**src/rtl/vm_change_dispenser.sv**
```systemverilog
// Vending-machine change dispenser: pays a dollars/cents refund as greedy coins (dollar/quarter/dime/nickel).
// Latency: first coin offered one cycle after an accepted start; done/error pulse one cycle after the last coin or the rejection.
// Backpressure: the offered coin, remaining and coins_issued hold while eject_ready is low; eject_valid stays high until the coin is accepted.
module vm_change_dispenser (
  input  logic        clk,
  input  logic        rst,
  input  logic        start,
  input  logic [7:0]  dollars,
  input  logic [7:0]  cents,
  input  logic        eject_ready,
  output logic        eject_valid,
  output logic [1:0]  eject_coin,
  output logic [14:0] remaining,
  output logic        busy,
  output logic        done,
  output logic        error,
  output logic [7:0]  coins_issued
);

  typedef enum logic [1:0] {
    IDLE     = 2'd0,
    DISPENSE = 2'd1,
    DONE     = 2'd2,
    ERR      = 2'd3
  } state_t;

  localparam logic [1:0] COIN_DOLLAR  = 2'b00;
  localparam logic [1:0] COIN_QUARTER = 2'b01;
  localparam logic [1:0] COIN_DIME    = 2'b10;
  localparam logic [1:0] COIN_NICKEL  = 2'b11;

  state_t      state;
  state_t      state_nxt;
  logic [14:0] rem_q;
  logic [14:0] rem_nxt;
  logic [7:0]  cnt_q;
  logic [7:0]  cnt_nxt;

  logic [14:0] total;
  logic        amt_ok;
  logic [1:0]  coin_sel;
  logic [14:0] coin_val;

  // Refund total in cents; 255*100+99 fits in 15 bits, so no overflow is possible.
  assign total  = ({7'd0, dollars} * 15'd100) + {7'd0, cents};
  assign amt_ok = (cents <= 8'd99) && ((cents % 8'd5) == 8'd0);

  // Greedy coin choice from the registered remaining amount.
  always_comb begin
    coin_sel = COIN_NICKEL;
    coin_val = 15'd5;
    if (rem_q >= 15'd100) begin
      coin_sel = COIN_DOLLAR;
      coin_val = 15'd100;
    end else if (rem_q >= 15'd25) begin
      coin_sel = COIN_QUARTER;
      coin_val = 15'd25;
    end else if (rem_q >= 15'd10) begin
      coin_sel = COIN_DIME;
      coin_val = 15'd10;
    end
  end

  // State, remaining amount and coin counter registers; rst wins over everything.
  always_ff @(posedge clk) begin
    if (rst) begin
      state <= IDLE;
      rem_q <= 15'd0;
      cnt_q <= 8'd0;
    end else begin
      state <= state_nxt;
      rem_q <= rem_nxt;
      cnt_q <= cnt_nxt;
    end
  end

  // Next-state logic and outputs decoded from the registered state.
  always_comb begin
    state_nxt   = state;
    rem_nxt     = rem_q;
    cnt_nxt     = cnt_q;
    eject_valid = 1'b0;
    eject_coin  = 2'b00;
    busy        = 1'b1;
    done        = 1'b0;
    error       = 1'b0;
    case (state)
      IDLE: begin
        busy = 1'b0;
        if (start) begin
          cnt_nxt = 8'd0;
          if (!amt_ok) begin
            rem_nxt   = 15'd0;
            state_nxt = ERR;
          end else begin
            rem_nxt   = total;
            state_nxt = (total == 15'd0) ? DONE : DISPENSE;
          end
        end
      end
      DISPENSE: begin
        eject_valid = 1'b1;
        eject_coin  = coin_sel;
        if (eject_ready) begin
          // remaining is always a nonzero multiple of 5 here, so the subtraction cannot underflow.
          rem_nxt = rem_q - coin_val;
          if (cnt_q != 8'd255) begin
            cnt_nxt = cnt_q + 8'd1;
          end
          if (rem_nxt == 15'd0) begin
            state_nxt = DONE;
          end
        end
      end
      DONE: begin
        done      = 1'b1;
        state_nxt = IDLE;
      end
      ERR: begin
        error     = 1'b1;
        state_nxt = IDLE;
      end
      default: begin
        state_nxt = IDLE;
      end
    endcase
  end

  assign remaining    = rem_q;
  assign coins_issued = cnt_q;

endmodule

```
**config.mk**
```make
export PLATFORM = sky130hd
export DESIGN_NAME = vm_change_dispenser
export DESIGN_NICKNAME = d
export VERILOG_FILES = /design/src/rtl/vm_change_dispenser.sv
export SDC_FILE = /design/constraint.sdc
export NUM_CORES = 1
export LEC_CHECK = 0
export ABC_AREA = 0
export BUFFER_PORTS_ARGS = -buffer_cell sky130_fd_sc_hd__buf_2
export CAP_MARGIN = 20
export CORE_MARGIN = 1.5
export CORE_UTILIZATION = 40
export DETAILED_ROUTE_END_ITERATION = 6
export PLACE_DENSITY = 0.69
export SLEW_MARGIN = 20
export SYNTH_ARGS = -nofsm -noshare
export SYNTH_HDL_FRONTEND = slang
export SYNTH_SLANG_ARGS = --single-unit
```
**constraint.sdc**
```tcl
create_clock -name clk -period 11.8 [get_ports clk]
set_input_delay 1.18 -clock clk [delete_from_list [all_inputs] [get_ports clk]]
set_output_delay 1.18 -clock clk [all_outputs]
set_load 0.01 [all_outputs]
```
Yosys cells after proc, flatten, opt, wreduce, memory -nomap -nowiden. Cells that the tools add are included.

Bits in registers: 25. Word-level logic and storage cells: 55. Output and inout port bits: 29.

Add/subtract/negate cells: 3. Divide/modulo/power cells: 1. Multipliers: 1. Eq/ne operators: 8. Mux-type cells: 25. Reductions and logical operators: 10. $lt $le $gt $ge: 4.

Operators by type and width (count): $mux W15 (3); $logic_not A15 Y1 (2); $pmux W15 S2 (1); $mux W8 (3); $mux W2 (8); $pmux W8 S2 (1); $add A15 B8 Y15 (1); $ge A15 B4 Y1 const B (1); $ge A15 B5 Y1 const B (1); $ge A15 B7 Y1 const B (1); $sub A15 B15 Y15 (1); $mul A8 B5 Y13 const B (1); $add A8 B1 Y8 const B (1); $le A8 B7 Y1 const B (1); $logic_not A8 Y1 (1); $mod A8 B3 Y8 const B (1); $ne A2 B2 Y1 const B (4); $ne A8 B8 Y1 const B (1); $mux W7 (1); $pmux W2 S3 (1); $reduce_and A3 Y1 (2); $mux W1 (5); $mux W5 (1); $eq A2 B2 Y1 const B (2); 7 further kinds (7).

Longest topological paths before layout.
Word-level depth: 9. Gate-level depth with buffers: 20. Gate-level depth less buffers: 18.

Worst setup path before layout. No wires, ideal clock.

Path kind: input to register. Start: input port dollars[1]. End: register state[0]. Required time: 11.658 ns. Arrival time: 4.495 ns. Slack: 7.163 ns. Library setup time: 0.142 ns. Stages on the path: 13. Path buffers: 0. Cell sequence: ha_1 ha_1 ha_1 inv_1 fa_1 inv_1 ha_1 a21oi_1 xor2_1 or4_1 or4_1 o41ai_1 o221ai_1.

Cells in the longest elaborated chain, start to end: 7.

RTL lines: start: declaration (RTL line 8) `input logic [7:0] dollars,`; $mul A8 B5 Y13 (RTL line 45) `assign total = ({7'd0, dollars} * 15'd100) + {7'd0, cents};`; $add A15 B8 Y15 (RTL line 45); $logic_not A15 Y1 (RTL line 97) `state_nxt = (total == 15'd0) ? DONE : DISPENSE;`; $mux W2 (RTL line 97); $mux W2 (RTL line 92) `if (!amt_ok) begin`; $mux W2 (RTL line 90) `if (start) begin`; $pmux W2 S3 (RTL line 87) `case (state)`; end signal: assignment (RTL line 71) `state <= state_nxt;`; end: declaration (RTL line 32) `state_t state;`.

Every way passes these cells. The select of a mux whose other input is x is not followed. A chain may end at the register's enable or synchronous reset.

Worst setup path after layout. Ends and elaborated chain as after synthesis.

==> flow_summary.toml <==
[drt]
drtPass1Iterations = 5
wl_per_cell_um = 14.5
wl_um = 8600
drt_iter0_markers = 207
ant_nets = 0
vias_per_cell = 5.79
drc = 0
via_count = 3436

[pwr]
p_leak_nw = 1.72
swShare_pct = 50.8
p_switching_mw = 0.311
combPwrFrac_pct = 70.9
clkPwrFrac_pct = 8.3
seqPwrFrac_pct = 20.8
p_int_mw = 0.301
p_per_area_mw_per_mm2 = 159
max-vdd-ir-drop_v = 0.0000490

[setup_path]
arrival_ps = 4900
crit_path_frequent_cell = "ha_1"
max_stage_delay_ps = 530
path_max_fanout = 4
critPathBufInv = 3
r2r-start = "remaining[7]"
cp_cell_sequence = "buf_2 -> ha_1 -> ha_1 -> ha_1 -> inv_1 -> fa_1 -> inv_1 -> ha_1 -> a21oi_1 -> xor2_1 -> or4_1 -> or4_1 -> o41ai_1 -> o221ai_1"
cp.required_ps = 11940
regToRegSetupSlack_ps = 7230
start_kind = "input port"
crit_slowest_cell = "fa_1"
critPathKind = "input port to register"
r2r_end = "state[0]"
reg2regPathDepth = 18
end_kind = "register"
cp_top_family = "adder cells"

[logic_synthesis]
synth_seq_cells = 25
synth-async-reset-ratio_pct = 0
yosysUniqueCellTypes = 72
synth.mux.area_fraction_pct = 0.851
yosysSeqAreaShare_pct = 14.2
synth-simple-area-share_pct = 25.0
synthCells = 455
yosysWarnings = 0
synth_nets = 525
synth_top_family_by_area = "compound AO/OA/AOI/OAI gates"
syn_area_mm2 = 0.00353
synth-xor-area-share_pct = 9.44
avgSynthCellArea_um2 = 7.75
synth_ff_type = "dfxtp_1"
synth_edf_count = 0
synthAdderAreaFrac_pct = 18.8
synth-compound-area-share_pct = 25.1

[place]
globalplace.congestion = 0.854
port-buffer-count = 48
hpwl_um = 6750
placed_cell_area_mm2 = 0.00378

[floorplan]
die_h_um = 96.9
core_area_mm2 = 0.00864
initial_core_util_pct = 40.8
die-area_mm2 = 0.00939
die_w_um = 96.9
rows = 34
io_pins = 49

[sta]
setup_violations = 0
relSlewSlack_pct = 45.4
skew_ps = 4.41
rsz0062_at_grt = "false"
finalSetupTns_ps = 0
fmax_mhz = 210
tightestPinTransition_ps = 813
slew_violations = 0
period_share_pct = 40.4
period_minus_slack_ps = 4760
final_hold_viol_count = 0

[cells_and_area]
multi_input_area_mm2 = 0.00280
final_cell_area_mm2 = 0.00383
fin_nets = 556
seqCellArea_um2 = 500
n_antenna_cell = 0
fillers = 866
drive_gt1_share_pct = 13.6
synthToLayoutAreaGrowth_pct = 8.73

[clock_tree]
insertion_delay_ps = 270
cts_resized = 0
cts_max_level = 1
cts_tree = "built"
path_clk_slew_ps = 80
numCtsBuffers = 3
post_cts_buffers = 0
clock_sinks = 25
clockRootBuffer = "clkbuf_8"
cts_max_path_buffers = 2
cts_hold_buffers = 0

[global_routing]
grtUsageTotal_pct = 18.8
antenna_found_initial = 0
grt-ovfl-total = 0
grt_pass1_wl_um = 15400
grt_pass1_vias = 3327
grt_max_degree = 32

[worst_hold_path]
hold_path_depth = 2
hold_path_class = "register to register"
min_to = "remaining[0]"
min_from = "remaining[0]"

[run_status]
status = "finished clean"

[flow_run]
maxCapViolations = 0
registers in the layout, summed over array words and instances (netlist names):
| name | flops |
|---|---|
| remaining | 15 |
| coins_issued | 8 |
| state | 2 |
cell families (layout without fill, tap and decap cells):
group                    Yosys count  after routing
AO/OA/AOI/OAI                    123            123
XOR/XNOR                          38             38
adder cells (fa/ha/maj)           50             50
buffers and inverters             50             80
flip-flops                        25             25
multiplexers                       3              3
AND/OR/NAND/NOR                  166            166
power groups by stage:
stage / Sequential, mW / Clock, mW / Combinational (mW)
3_5_place_dp: 0.129 / 0 / 0.426
3_3_place_gp: 0.128 / 0 / 0.415
4_1_cts: 0.127 / 0.0515 / 0.430
5_1_grt: 0.131 / 0.0559 / 0.486
2_1_floorplan: 0.124 / 0 / 0.329
6_report: 0.127 / 0.0509 / 0.433
stage by stage:
stage               cells  setup WS (ps)  util [%]  power (mW)  hold slack (ps)
floorplan             455           7160         -       0.454              530
global placement      589           6880      43.8       0.542              510
detailed placement    589           6770      43.8       0.555              529
CTS                   593           7020      44.3       0.609              551
global route          593           6760      44.4       0.673              586
finish                593           7040      44.4       0.611              549
layer usage:
metal  global-route usage [%]  routed length [um]  vias up
met5                        0                   0        -
met4                     4.12                 108        0
met3                    0.578                 374        9
met2                     31.7                4070      102
met1                     26.7                4050     1599
li1                         -                   -     1726
layout make-up:
type	count	share of cell area (%)
clock buffer	3	1.08
timing repair buffer	49	6.46
clock inverter	1	0.131
multi-input combinational	380	73.1
tap	108	3.52
inverter	27	2.64
sequential	25	13.1
synthesized netlist by cell type, types with 4 or more instances:
cell type / count / area, um2
a31oi_1: 10 / 62.6
nor2b_1: 6 / 37.5
clkbuf_1: 13 / 48.8
nor3_1: 17 / 85.1
nor2_1: 59 / 221
nand3b_1: 4 / 30.0
xor2_1: 20 / 175
inv_1: 27 / 101
o21a_1: 8 / 60.1
buf_6: 5 / 56.3
o21ai_0: 20 / 100
a211oi_1: 8 / 60.1
nand2b_1: 14 / 87.6
a21oi_1: 23 / 115
and2_1: 4 / 25.0
dfxtp_1: 25 / 500
nand2_1: 19 / 71.3
nand3_1: 6 / 30.0
a21o_1: 7 / 52.6
ha_1: 45 / 563
fa_1: 5 / 100
xnor2_1: 18 / 158
or4_1: 5 / 37.5
a32oi_1: 5 / 43.8
worst max path at each step:
stage | startpoint | endpoint | slack, ps | depth (start not counted)
detailed placement | dollars[1] | state[0] | 6770 | 14
global route | dollars[1] | state[0] | 6760 | 14
global placement | dollars[1] | state[0] | 6880 | 14
floorplan | dollars[1] | state[0] | 7160 | 13
CTS | dollars[1] | state[0] | 7020 | 14
finish | dollars[1] | state[0] | 7040 | 14
tightest hold or removal path, stage by stage (launching register included):
cell	delay (ps)
dfxtp_1	340
nor2_1	120
nor3_1	50
layout by cell type (no fill, tap or decap), types with 3 or more instances in the layout:
master / n
clkbuf_8: 3
or2_2: 3
nand3_1: 6
a22o_1: 3
o41ai_1: 3
a22oi_1: 3
nand3b_1: 4
o311ai_0: 3
a32oi_1: 5
a31oi_1: 10
nor3_1: 17
a211oi_1: 8
xor2_1: 20
nand4_1: 3
nand2_1: 19
dfxtp_1: 25
nor4bb_1: 3
a21o_1: 7
inv_1: 27
o31ai_1: 3
o21a_1: 8
a21oi_1: 22
ha_1: 45
mux2i_1: 3
nor2b_1: 6
xnor2_1: 18
o21ai_0: 20
fa_1: 5
nand2b_1: 14
nor4_1: 3
buf_2: 48
and2_1: 4
nor3b_1: 3
or4_1: 5
nor2_1: 59
Power figures use the tool's default switching activity.
